$ cat src/rtl/stream_fifo_pkg.sv
// stream_fifo_pkg
//   Shared definitions for the stream packet FIFO:
//   - CSR word addresses (ADDR_FILL, ADDR_CTRL, ADDR_PKTS, ADDR_ERRS)
//   - framing state enum for the input packet tracker
//   - beat struct (data, empty, sop, eop) at the default beat size, and a
//     helper giving the packed beat width for any DATA_BYTES
package stream_fifo_pkg;

   localparam int BEAT_BYTES = 8;

   localparam logic [1:0] ADDR_FILL = 2'd0;
   localparam logic [1:0] ADDR_CTRL = 2'd1;
   localparam logic [1:0] ADDR_PKTS = 2'd2;
   localparam logic [1:0] ADDR_ERRS = 2'd3;

   typedef enum logic {
      FRAME_IDLE   = 1'b0,
      FRAME_IN_PKT = 1'b1
   } frame_state_e;

   // Field order matches the packed beat stored in the FIFO memory.
   typedef struct packed {
      logic [BEAT_BYTES*8-1:0]         data;
      logic [$clog2(BEAT_BYTES)-1:0]   empty;
      logic                            sop;
      logic                            eop;
   } beat_t;

   function automatic int beat_bits(input int data_bytes);
      return data_bytes * 8 + $clog2(data_bytes) + 2;
   endfunction

endpackage

$ cat src/rtl/stream_fifo_mem.sv
// stream_fifo_mem
//   DEPTH x WIDTH register array, one synchronous write port and one
//   asynchronous read port (used for first-word-fall-through head access).
//   Ports:
//     clk    - clock
//     we     - write enable
//     waddr  - write address
//     wdata  - write data
//     raddr  - read address
//     rdata  - read data (combinational from raddr)
module stream_fifo_mem #(
   parameter int WIDTH = 69,
   parameter int DEPTH = 16
) (
   input  logic                     clk,
   input  logic                     we,
   input  logic [$clog2(DEPTH)-1:0] waddr,
   input  logic [WIDTH-1:0]         wdata,
   input  logic [$clog2(DEPTH)-1:0] raddr,
   output logic [WIDTH-1:0]         rdata
);

   logic [WIDTH-1:0] mem [DEPTH];

   // Storage is not reset: contents are only observable while the
   // occupancy count says the entry is live.
   always_ff @(posedge clk) begin
      if (we) begin
         mem[waddr] <= wdata;
      end
   end

   assign rdata = mem[raddr];

endmodule

$ cat src/rtl/stream_packet_fifo.sv
// stream_packet_fifo
//   Avalon-ST packet FIFO (readyLatency 0, first-word-fall-through) with a
//   small Avalon-MM CSR (readLatency 1).
//   Optional feature macro: STREAM_PACKET_FIFO_STATS_EN
//     defined     - framing tracker, packet counter and framing error
//                   counter are built; CSR addr 2/3 return the counters
//     not defined - tracker and counters removed; addr 2/3 read 0
//   Ports:
//     clk, reset_n              - clock, asynchronous active-low reset
//     stream_in_*               - upstream sink interface (data, empty,
//                                 valid, sop, eop, ready)
//     stream_out_*              - downstream source interface, fields are
//                                 the head entry while valid
//     csr_address/read/write    - CSR select and strobes
//     csr_writedata             - write data (addr 1 bit 0 = flush)
//     csr_readdata/valid        - registered read response
//     csr_waitrequest           - stall, only asserted during reset
//   Handshake: a beat moves on any edge where valid and ready are both high;
//   ready does not depend on valid, and valid does not wait for ready.
import stream_fifo_pkg::*;

module stream_packet_fifo #(
   parameter int DATA_BYTES = 8,
   parameter int DEPTH      = 16
) (
   input  logic                          clk,
   input  logic                          reset_n,
   input  logic [DATA_BYTES*8-1:0]       stream_in_data,
   input  logic [$clog2(DATA_BYTES)-1:0] stream_in_empty,
   input  logic                          stream_in_valid,
   input  logic                          stream_in_startofpacket,
   input  logic                          stream_in_endofpacket,
   output logic                          stream_in_ready,
   output logic [DATA_BYTES*8-1:0]       stream_out_data,
   output logic [$clog2(DATA_BYTES)-1:0] stream_out_empty,
   output logic                          stream_out_valid,
   output logic                          stream_out_startofpacket,
   output logic                          stream_out_endofpacket,
   input  logic                          stream_out_ready,
   input  logic [1:0]                    csr_address,
   input  logic                          csr_read,
   input  logic                          csr_write,
   input  logic [31:0]                   csr_writedata,
   output logic [31:0]                   csr_readdata,
   output logic                          csr_readdatavalid,
   output logic                          csr_waitrequest
);

   localparam int BW = beat_bits(DATA_BYTES);
   localparam int AW = $clog2(DEPTH);
   localparam int CW = AW + 1;

   logic [AW-1:0] wr_ptr;
   logic [AW-1:0] rd_ptr;
   logic [CW-1:0] count;
   logic          push;
   logic          pop;
   logic          flush;
   logic          beat_acc;
   logic [BW-1:0] wr_beat;
   logic [BW-1:0] rd_beat;
   logic [31:0]   pkts_rd;
   logic [31:0]   errs_rd;
   logic [31:0]   csr_mux;
   logic          unused_wdata;

   assign unused_wdata = ^csr_writedata[31:1];

   // Full blocks the push even when a pop happens in the same cycle.
   assign stream_in_ready  = reset_n & (count != CW'(DEPTH));
   assign stream_out_valid = (count != '0);
   assign push             = stream_in_valid & stream_in_ready;
   assign pop              = stream_out_valid & stream_out_ready;

   assign csr_waitrequest  = ~reset_n;
   assign flush            = csr_write & ~csr_waitrequest &
                             (csr_address == ADDR_CTRL) & csr_writedata[0];
   // A push landing in the flush cycle is dropped entirely.
   assign beat_acc         = push & ~flush;

   assign wr_beat = {stream_in_data, stream_in_empty,
                     stream_in_startofpacket, stream_in_endofpacket};
   assign {stream_out_data, stream_out_empty,
           stream_out_startofpacket, stream_out_endofpacket} = rd_beat;

   stream_fifo_mem #(
      .WIDTH (BW),
      .DEPTH (DEPTH)
   ) u_mem (
      .clk   (clk),
      .we    (beat_acc),
      .waddr (wr_ptr),
      .wdata (wr_beat),
      .raddr (rd_ptr),
      .rdata (rd_beat)
   );

   // Pointers wrap naturally at DEPTH (power of two).
   always_ff @(posedge clk or negedge reset_n) begin
      if (!reset_n) begin
         wr_ptr <= '0;
         rd_ptr <= '0;
         count  <= '0;
      end else if (flush) begin
         wr_ptr <= '0;
         rd_ptr <= '0;
         count  <= '0;
      end else begin
         if (push) begin
            wr_ptr <= wr_ptr + AW'(1);
         end
         if (pop) begin
            rd_ptr <= rd_ptr + AW'(1);
         end
         case ({push, pop})
            2'b10:   count <= count + CW'(1);
            2'b01:   count <= count - CW'(1);
            default: count <= count;
         endcase
      end
   end

`ifdef STREAM_PACKET_FIFO_STATS_EN
   frame_state_e frame_state;
   frame_state_e frame_next;
   logic         frame_err;
   logic [31:0]  pkt_count;
   logic [31:0]  err_count;

   always_ff @(posedge clk or negedge reset_n) begin
      if (!reset_n) begin
         frame_state <= FRAME_IDLE;
      end else if (flush) begin
         frame_state <= FRAME_IDLE;
      end else begin
         frame_state <= frame_next;
      end
   end

   // sop & eop together is a complete one-beat packet, so the tracker
   // returns to (or stays in) IDLE whenever eop is seen.
   always_comb begin
      frame_next = frame_state;
      if (beat_acc) begin
         case (frame_state)
            FRAME_IDLE: begin
               if (stream_in_startofpacket && !stream_in_endofpacket) begin
                  frame_next = FRAME_IN_PKT;
               end
            end
            FRAME_IN_PKT: begin
               if (stream_in_endofpacket) begin
                  frame_next = FRAME_IDLE;
               end
            end
            default: frame_next = FRAME_IDLE;
         endcase
      end
   end

   always_comb begin
      frame_err = 1'b0;
      if (beat_acc) begin
         case (frame_state)
            FRAME_IDLE:   frame_err = ~stream_in_startofpacket;
            FRAME_IN_PKT: frame_err = stream_in_startofpacket;
            default:      frame_err = 1'b0;
         endcase
      end
   end

   // Counters survive flush; only reset clears them.
   always_ff @(posedge clk or negedge reset_n) begin
      if (!reset_n) begin
         pkt_count <= '0;
         err_count <= '0;
      end else begin
         if (beat_acc && stream_in_endofpacket) begin
            pkt_count <= pkt_count + 32'd1;
         end
         if (frame_err && (err_count != 32'hFFFF_FFFF)) begin
            err_count <= err_count + 32'd1;
         end
      end
   end

   assign pkts_rd = pkt_count;
   assign errs_rd = err_count;
`else
   assign pkts_rd = '0;
   assign errs_rd = '0;
`endif

   always_comb begin
      csr_mux = '0;
      case (csr_address)
         ADDR_FILL: csr_mux = 32'(count);
         ADDR_CTRL: csr_mux = '0;
         ADDR_PKTS: csr_mux = pkts_rd;
         ADDR_ERRS: csr_mux = errs_rd;
         default:   csr_mux = '0;
      endcase
   end

   // Read response samples state before the strobe edge, presented for
   // exactly one cycle.
   always_ff @(posedge clk or negedge reset_n) begin
      if (!reset_n) begin
         csr_readdatavalid <= 1'b0;
         csr_readdata      <= '0;
      end else begin
         csr_readdatavalid <= csr_read;
         csr_readdata      <= csr_read ? csr_mux : '0;
      end
   end

endmodule

$ cat config.mk
export PLATFORM = sky130hd
export DESIGN_NAME = stream_packet_fifo
export DESIGN_NICKNAME = d
export VERILOG_FILES = /design/src/rtl/stream_fifo_pkg.sv /design/src/rtl/stream_fifo_mem.sv /design/src/rtl/stream_packet_fifo.sv
export SDC_FILE = /design/constraint.sdc
export NUM_CORES = 1
export LEC_CHECK = 0
export ABC_AREA = 1
export BUFFER_PORTS_ARGS = -buffer_cell sky130_fd_sc_hd__buf_2
export CAP_MARGIN = 20
export CORE_ASPECT_RATIO = 1.75
export CORE_MARGIN = 2
export CORE_UTILIZATION = 45
export DETAILED_ROUTE_END_ITERATION = 6
export HOLD_SLACK_MARGIN = 0.02
export REMOVE_ABC_BUFFERS = 1
export SLEW_MARGIN = 20
export SYNTH_ARGS = -nofsm -noshare
export SYNTH_HDL_FRONTEND = slang
export SYNTH_SLANG_ARGS = --single-unit
export TNS_END_PERCENT = 50
$ cat constraint.sdc
create_clock -name clk -period 4.17 [get_ports clk]
set_clock_uncertainty 0.1 [all_clocks]
set_input_delay 0.834 -clock clk [delete_from_list [all_inputs] [get_ports clk]]
set_output_delay 0.834 -clock clk [all_outputs]
set_load 0.05 [all_outputs]
==> run summary, run 1 <==
status - finished, final reports clean
Seq pwr share - 0.372
CP Capture Type - output pin
utilization after layout - 0.5158
Synth Warn # - 0
Total GRT Usage - 0.2192
Area after DPL - 46,800 sq um
DR iter-0 viols - 2,405
Clock power frac - 0.256
sw frac - 0.3907
Hold EP - csr_readdatavalid
Clock transition at path regs - 0.07 ns
vias in the first global route - 26,710
RSZ-0062 raised after global routing - no
drt total wl - 110,400 um
top-count cell post-synth - edfxtp_1
combinational power share - 0.372
# Post-CTS Setup Buffers - 0
Final Critical Period - 3.867 ns
first-pass GRT wire length - 163,200 um
hold_buf cts - 1
top cell type's share of synthesized area - 0.7524
Net Sw Power - 13.83 mW
Starting Density - 0.4546
Max Fanout on Critical Path - 74
Clk Latency, worst-skew pair - 0.68 ns
hold wc startpoint - csr_read
initial antenna violation count - 18
final hold vios - 0
drt via density - 5.710
Clock Tree Root - clkbuf_16
Num CTS Buffers - 97
post-route ant nets - 0
Seq/Total Area, Yosys - 0.7632
DRC violations left - 0
Chip Width - 240.5 um
Slew HR - 0.3661
Distinct cells, synth - 25
Clock Path Buffers - 3
Vias - 27,010
detailed placement HPWL - 52,810 um
Post-synth ARST share - 0.01692
First-pass DRT Iterations - 5
CTS tree - built
Final Setup Violations - 0
Pwr Total - 35.39 mW
r2r worst-path depth - 7
# rows - 151
P_int - 21.56 mW
Placeable Area - 96,920 sq um
area leader, netlist - edfxtp_1
largest net degree at the start of global routing - 167
Tcrit/Tclk final - 0.9273
power density cells - 707.7 nW/um^2
Ports - 214
fill cell count - 8,128
WP data arrival - 2.93 ns
placed cells - 4,545
fin. max-slew vios - 0
R2R setup slack - 1.48 ns
largest cells by area after synthesis - edfxtp_1 (75%), nor2_1 (6.2%), o21ai_0 (5.0%)
Die Y - 417.9 um
PostCTS Resize Cnt - 0
post-synthesis cell area - 44,060 sq um
Lkg Pwr - 16.22 nW
Buffers on Ports - 155
post-route insts no fill - 4,730
R2R Path End - u_mem.mem[7][54]
CP Launch Type - flop
worst vdd ir - 0.7731 mV
Max Cap Viol - 0
Final Cell Area - 50,000 sq um
HP Class - primary input to flop
Worst Tran Pin Value - 0.9509 ns
Critical Path RT - 3.24 ns
RR Startpoint - count[1]
Hold Path Depth - 1
synthesized flop and latch total - 1,123
Avg Inst Size Synth - 13.59 sq um
critical path class - flop to output pin
drt wl/cell - 23.35 um
grt ovf - 0
CTS H-tree lvls - 3
nets - 3,463
sink count of the clock tree - 1,123
layout overhead on the synthesized area - 13.47%
gpl congestion - 0.7184
ys flop type - edfxtp_1
layout cells sized above 1 - 0.1150
die footprint - 100,500 sq um
Commonest cells post-synth - edfxtp_1 (1,104), nor2_1 (728), o21ai_0 (442)
setup TNS - 0 ns
Post-Synthesis Cells - 3,243
Fmax achieved - 258.6 MHz
number of synthesized flops with an enable pin - 1,104
[layout make-up]
class / instances / area [sq um] / area share
multi-input cells: 1867 / 9343 / 0.1869
clock buffers: 120 / 2556 / 0.05113
repair buffers: 235 / 2100 / 0.04199
diodes: 5 / 12.51 / 0.0002503
clock inverters: 59 / 615.6 / 0.01231
well taps: 1300 / 1627 / 0.03253
flip-flops and latches: 1123 / 33640 / 0.6729
inverters: 21 / 101.3 / 0.002027
[sequential cells by signal (all words and copies together), names as in the netlist]
signal             cells
csr_readdata           5
csr_readdatavalid      1
wr_ptr                 4
count                  5
rd_ptr                 4
u_mem.mem           1104
[power groups by stage]
| stage | Sequential, mW | Clock [mW] | Combinational (mW) |
|---|---|---|---|
| 5_1_grt | 13.2 | 9.62 | 14.3 |
| 4_1_cts | 13.2 | 9.22 | 13.3 |
| 6_report | 13.2 | 9.07 | 13.1 |
| 3_5_place_dp | 13.4 | 0 | 13.2 |
| 2_1_floorplan | 14.0 | 0 | 7.03 |
| 3_3_place_gp | 13.4 | 0 | 13.1 |
[layer usage]
metal / wire length (um) / global-route usage / up-vias
met3: 6387 / 0.03583 / 159
met1: 45590 / 0.2819 / 13720
li1: - / - / 12310
met2: 55910 / 0.3782 / 800
met4: 2411 / 0.06959 / 22
met5: 132 / 0 / -
[critical path: stages (launching register included)]
cell,delay [ns]
dfrtp_4,0.53
buf_4,0.66
nor2_1,0.12
nor2_1,0.10
o21ai_0,0.10
o211ai_1,0.12
nand3_1,0.10
nand2_1,0.18
buf_2,0.30
[cells by family after synthesis]
kind of cell / share of synthesized area
other: 0.00008511
adder cells (fa/ha/maj): 0.002726
buffers and inverters: 0.02973
flip-flops: 0.7632
AND/OR/NAND/NOR: 0.08882
AO/OA/AOI/OAI: 0.1149
XOR/XNOR: 0.0005964
[layout by cell type, fill, tap and decap left out, types with 2 or more instances in the layout]
cell type	Yosys	final
nor2_4	0	16
clkbuf_1	108	21
buf_12	0	57
edfxtp_1	1104	1104
o221ai_1	129	129
nand3_1	162	162
nand4_1	2	2
nor2_1	728	712
clkinv_8	0	2
nand2_1	94	94
dfrtp_1	19	15
inv_1	18	17
bufinv_16	0	12
buf_2	94	152
o21ai_0	442	442
clkinv_2	1	19
ha_1	8	8
dfrtp_4	0	4
o21ai_1	120	120
o211ai_1	147	147
a21oi_1	3	3
diode_2	0	5
clkbuf_16	0	99
conb_1	1	27
inv_8	0	2
xor2_1	2	2
inv_6	0	3
clkinv_1	0	22
buf_4	38	25
[metrics by stage]
stage          hold WS [ns]  setup slack, ns
6_report             0.1836           0.3033
5_1_grt              0.1653           0.1301
4_1_cts              0.1400           0.2529
3_5_place_dp         0.4642           0.6625
3_3_place_gp         0.4637           0.7025
2_1_floorplan        0.4111           -16.99
[how the worst max path moves through the flow]
stage	slack [ns]	cells after the start	to	startpoint
after CTS	0.25	6	stream_out_data[33]	rd_ptr[0]
after global routing	0.13	8	stream_out_data[33]	rd_ptr[0]
final	0.30	8	stream_out_data[33]	rd_ptr[0]
after global placement	0.70	6	u_mem.mem[7][54]	reset_n
after detailed placement	0.66	6	u_mem.mem[7][54]	reset_n
after floorplan	-16.99	7	stream_out_data[49]	rd_ptr[0]
(Power assumes the default switching activity.)
==> run 2, diff against run 1 <==
==> constraint.sdc (replaced) <==
create_clock -name clk -period 3.75 [get_ports clk]
set_clock_uncertainty 0.1 [all_clocks]
set_input_delay 0.75 -clock clk [delete_from_list [all_inputs] [get_ports clk]]
set_output_delay 0.75 -clock clk [all_outputs]
set_load 0.05 [all_outputs]
==> run 2 against run 1 <==
Compared with the run above:
- global-route usage grew 0.080 points
- register-to-register slack lost 0.39 ns
- sequential power grew 11%
- core utilization grew 0.22 points
- clock power up 11%
- sequential cell count stayed put
- clock-buffer cell count increased by 7
- total power up 13%
- critical path type unchanged
- largest cell class unchanged
==> run summary, run 2 (synthesized netlist as in run 1, its figures left out) <==
Reg with most FFs - u_mem.mem (unchanged)
worst vdd ir - 0.5254 mV (was 0.7731 mV)
Critical Path RT - 2.90 ns (was 3.24 ns)
Final WS setup - 0.1002 ns (was 0.3033 ns)
CP Capture Type - output pin (unchanged)
nets - 3,469 (was 3,463)
Total GRT Usage - 0.2200 (was 0.2192)
drt via density - 5.765 (was 5.710)
Vias - 27,310 (was 27,010)
Num CTS Buffers - 96 (was 97)
layout cells sized above 1 - 0.1160 (was 0.1150)
sw frac - 0.3898 (was 0.3907)
post-route insts no fill - 4,737 (was 4,730)
Placeable Area - 96,920 sq um (unchanged)
DR iter-0 viols - 2,488 (was 2,405)
Top Layer Used - met5 (unchanged)
Seq pwr share - 0.367 (was 0.372)
Clock transition at path regs - 0.07 ns (about the same)
HP Class - primary input to flop (unchanged)
Lkg Pwr - 16.31 nW (was 16.22 nW)
vias in the first global route - 26,890 (was 26,710)
Ports - 214 (unchanged)
Final Cell Area - 50,210 sq um (was 50,000 sq um)
max reg flops - 1,104 (unchanged)
DR WL met3 - 7474 um (was 6387 um)
Final Critical Period - 3.650 ns
Starting Density - 0.4546 (unchanged)
dpl ws - 0.5107 ns (was 0.6625 ns)
Pwr Total - 39.96 mW (was 35.39 mW)
initial antenna violation count - 19 (was 18)
gpl congestion - 0.7201 (was 0.7184)
P_int - 24.38 mW (was 21.56 mW)
setup TNS - 0 ns (unchanged)
most common cell after layout, fill and taps aside - edfxtp_1 (unchanged)
Slew HR - 0.5202 (was 0.3661)
Clock Path Buffers - 3 (unchanged)
DRC violations left - 0 (unchanged)
Area after DPL - 46,680 sq um (was 46,800 sq um)
Buffers on Ports - 155 (unchanged)
Chip Width - 240.5 um (unchanged)
combinational power share - 0.381 (was 0.372)
Net Sw Power - 15.58 mW (was 13.83 mW)
grt ovf - 0 (unchanged)
Final Setup Violations - 0 (unchanged)
drt total wl - 112,600 um (was 110,400 um)
power density cells - 795.8 nW/um^2 (was 707.7 nW/um^2)
CTS H-tree lvls - 3 (unchanged)
Max Cap Viol - 0 (unchanged)
detailed placement HPWL - 50,710 um (was 52,810 um)
biggest registers after layout - u_mem.mem: 1104 flops, count: 5 flops, csr_readdata: 5 flops (unchanged)
critical path class - flop to output pin (unchanged)
first-pass GRT wire length - 163,700 um (was 163,200 um)
most frequent cells in the layout - edfxtp_1 (1,104), nor2_1 (712), o21ai_0 (442), nand3_1 (162), o211ai_1 (147) (was edfxtp_1 (1,104), nor2_1 (712), o21ai_0 (442), nand3_1 (162), buf_2 (152))
sink count of the clock tree - 1,123 (unchanged)
post-route met1 wirelength - 46,250 um (was 45,590 um)
final hold vios - 0 (unchanged)
# rows - 151 (unchanged)
layout overhead on the synthesized area - 13.95% (was 13.47%)
metal2 WL - 55,920 um (was 55,910 um)
Max Fanout on Critical Path - 65 (was 74)
Worst Tran Pin Value - 0.7179 ns (was 0.9509 ns)
die footprint - 100,500 sq um (unchanged)
post-route ant nets - 0 (unchanged)
Clock Tree Root - clkbuf_16 (unchanged)
First-pass DRT Iterations - 6 (was 5)
RSZ-0062 raised after global routing - yes (was no)
Die Y - 417.9 um (unchanged)
largest net degree at the start of global routing - 132 (was 167)
Clock power frac - 0.252 (was 0.256)
fin. max-slew vios - 0 (unchanged)
CP Launch Type - flop (unchanged)
Fmax achieved - 274.0 MHz
Clk Latency, worst-skew pair - 0.68 ns (about the same)
WP data arrival - 2.80 ns (was 2.93 ns)
Tcrit/Tclk final - 0.9733
drt wl/cell - 23.76 um (was 23.35 um)
placed cells - 4,537 (was 4,545)
status - finished, final reports clean (unchanged)
CTS tree - built (unchanged)
run 2: changes by cell type in the layout (fill, tap and decap cells not counted), sizes merged:
| cell | delta |
|---|---|
| clkinv | -9 |
| clkbuf | +19 |
| buf | -7 |
| bufbuf | +2 |
| diode | +2 |
run 2: area by class of cell:
cell class,instances,area (sq um)
Fill cell,7966,46710
Multi-Input combinational cell,1867,9345
Inverter,21,125.1
Clock buffer,127,2613
Clock inverter,50,546.8
Timing Repair Buffer,242,2293
Antenna cell,7,17.52
Tap cell,1300,1627
Sequential cell,1123,33640
run 2: power groups by stage:
stage / clock network (mW) / logic, mW / registers [mW]
finish: 10.1 / 15.2 / 14.6
global route: 10.7 / 16.5 / 14.7
CTS: 10.2 / 15.0 / 14.7
detailed placement: 0 / 14.7 / 14.9
global placement: 0 / 14.6 / 14.9
floorplan: 0 / 8.08 / 15.5
run 2: per-stage QoR:
stage,hold WS (ns),util
2_1_floorplan,0.3544,-
3_3_place_gp,0.4584,0.4817
3_5_place_dp,0.4566,0.4817
4_1_cts,0.03034,0.5157
5_1_grt,0.05912,0.5179
6_report,0.08594,0.5180
run 2: worst max-delay path: stages, from the launching register on:
cell and delay, ns:
dfrtp_4 0.62, buf_4 0.23, clkbuf_16 0.31, nor2_1 0.09, o211ai_1 0.20, nand3_1 0.11, nand2_1 0.18, buf_2 0.29
run 2: final timing paths:
path,to,slack [ns],depth (start not counted),start
max in group asynchronous,csr_readdata[2],2.76,3,reset_n
min,csr_readdatavalid,0.09,1,csr_read
max,stream_out_data[37],0.10,7,rd_ptr[0]
min reg2reg,csr_readdata[2],0.46,2,count[2]
max reg2reg,u_mem.mem[11][8],1.09,7,count[1]
min in group asynchronous,rd_ptr[1],0.35,2,reset_n
run 2: routing by layer:
layer,global-route usage,up-vias
met1,0.2853,13830
met2,0.3743,938
li1,-,12320
met3,0.03880,198
met5,0,-
met4,0.07148,22
run 2: repair_timing:
item,4_1_cts,5_1_grt
cloned,2,3
gates resized for setup,9,15
endpoints found under the hold margin,7,0
setup endpoints to repair,48,43
setup buffers,2,8
pin swaps,0,0
hold buffers,1,0
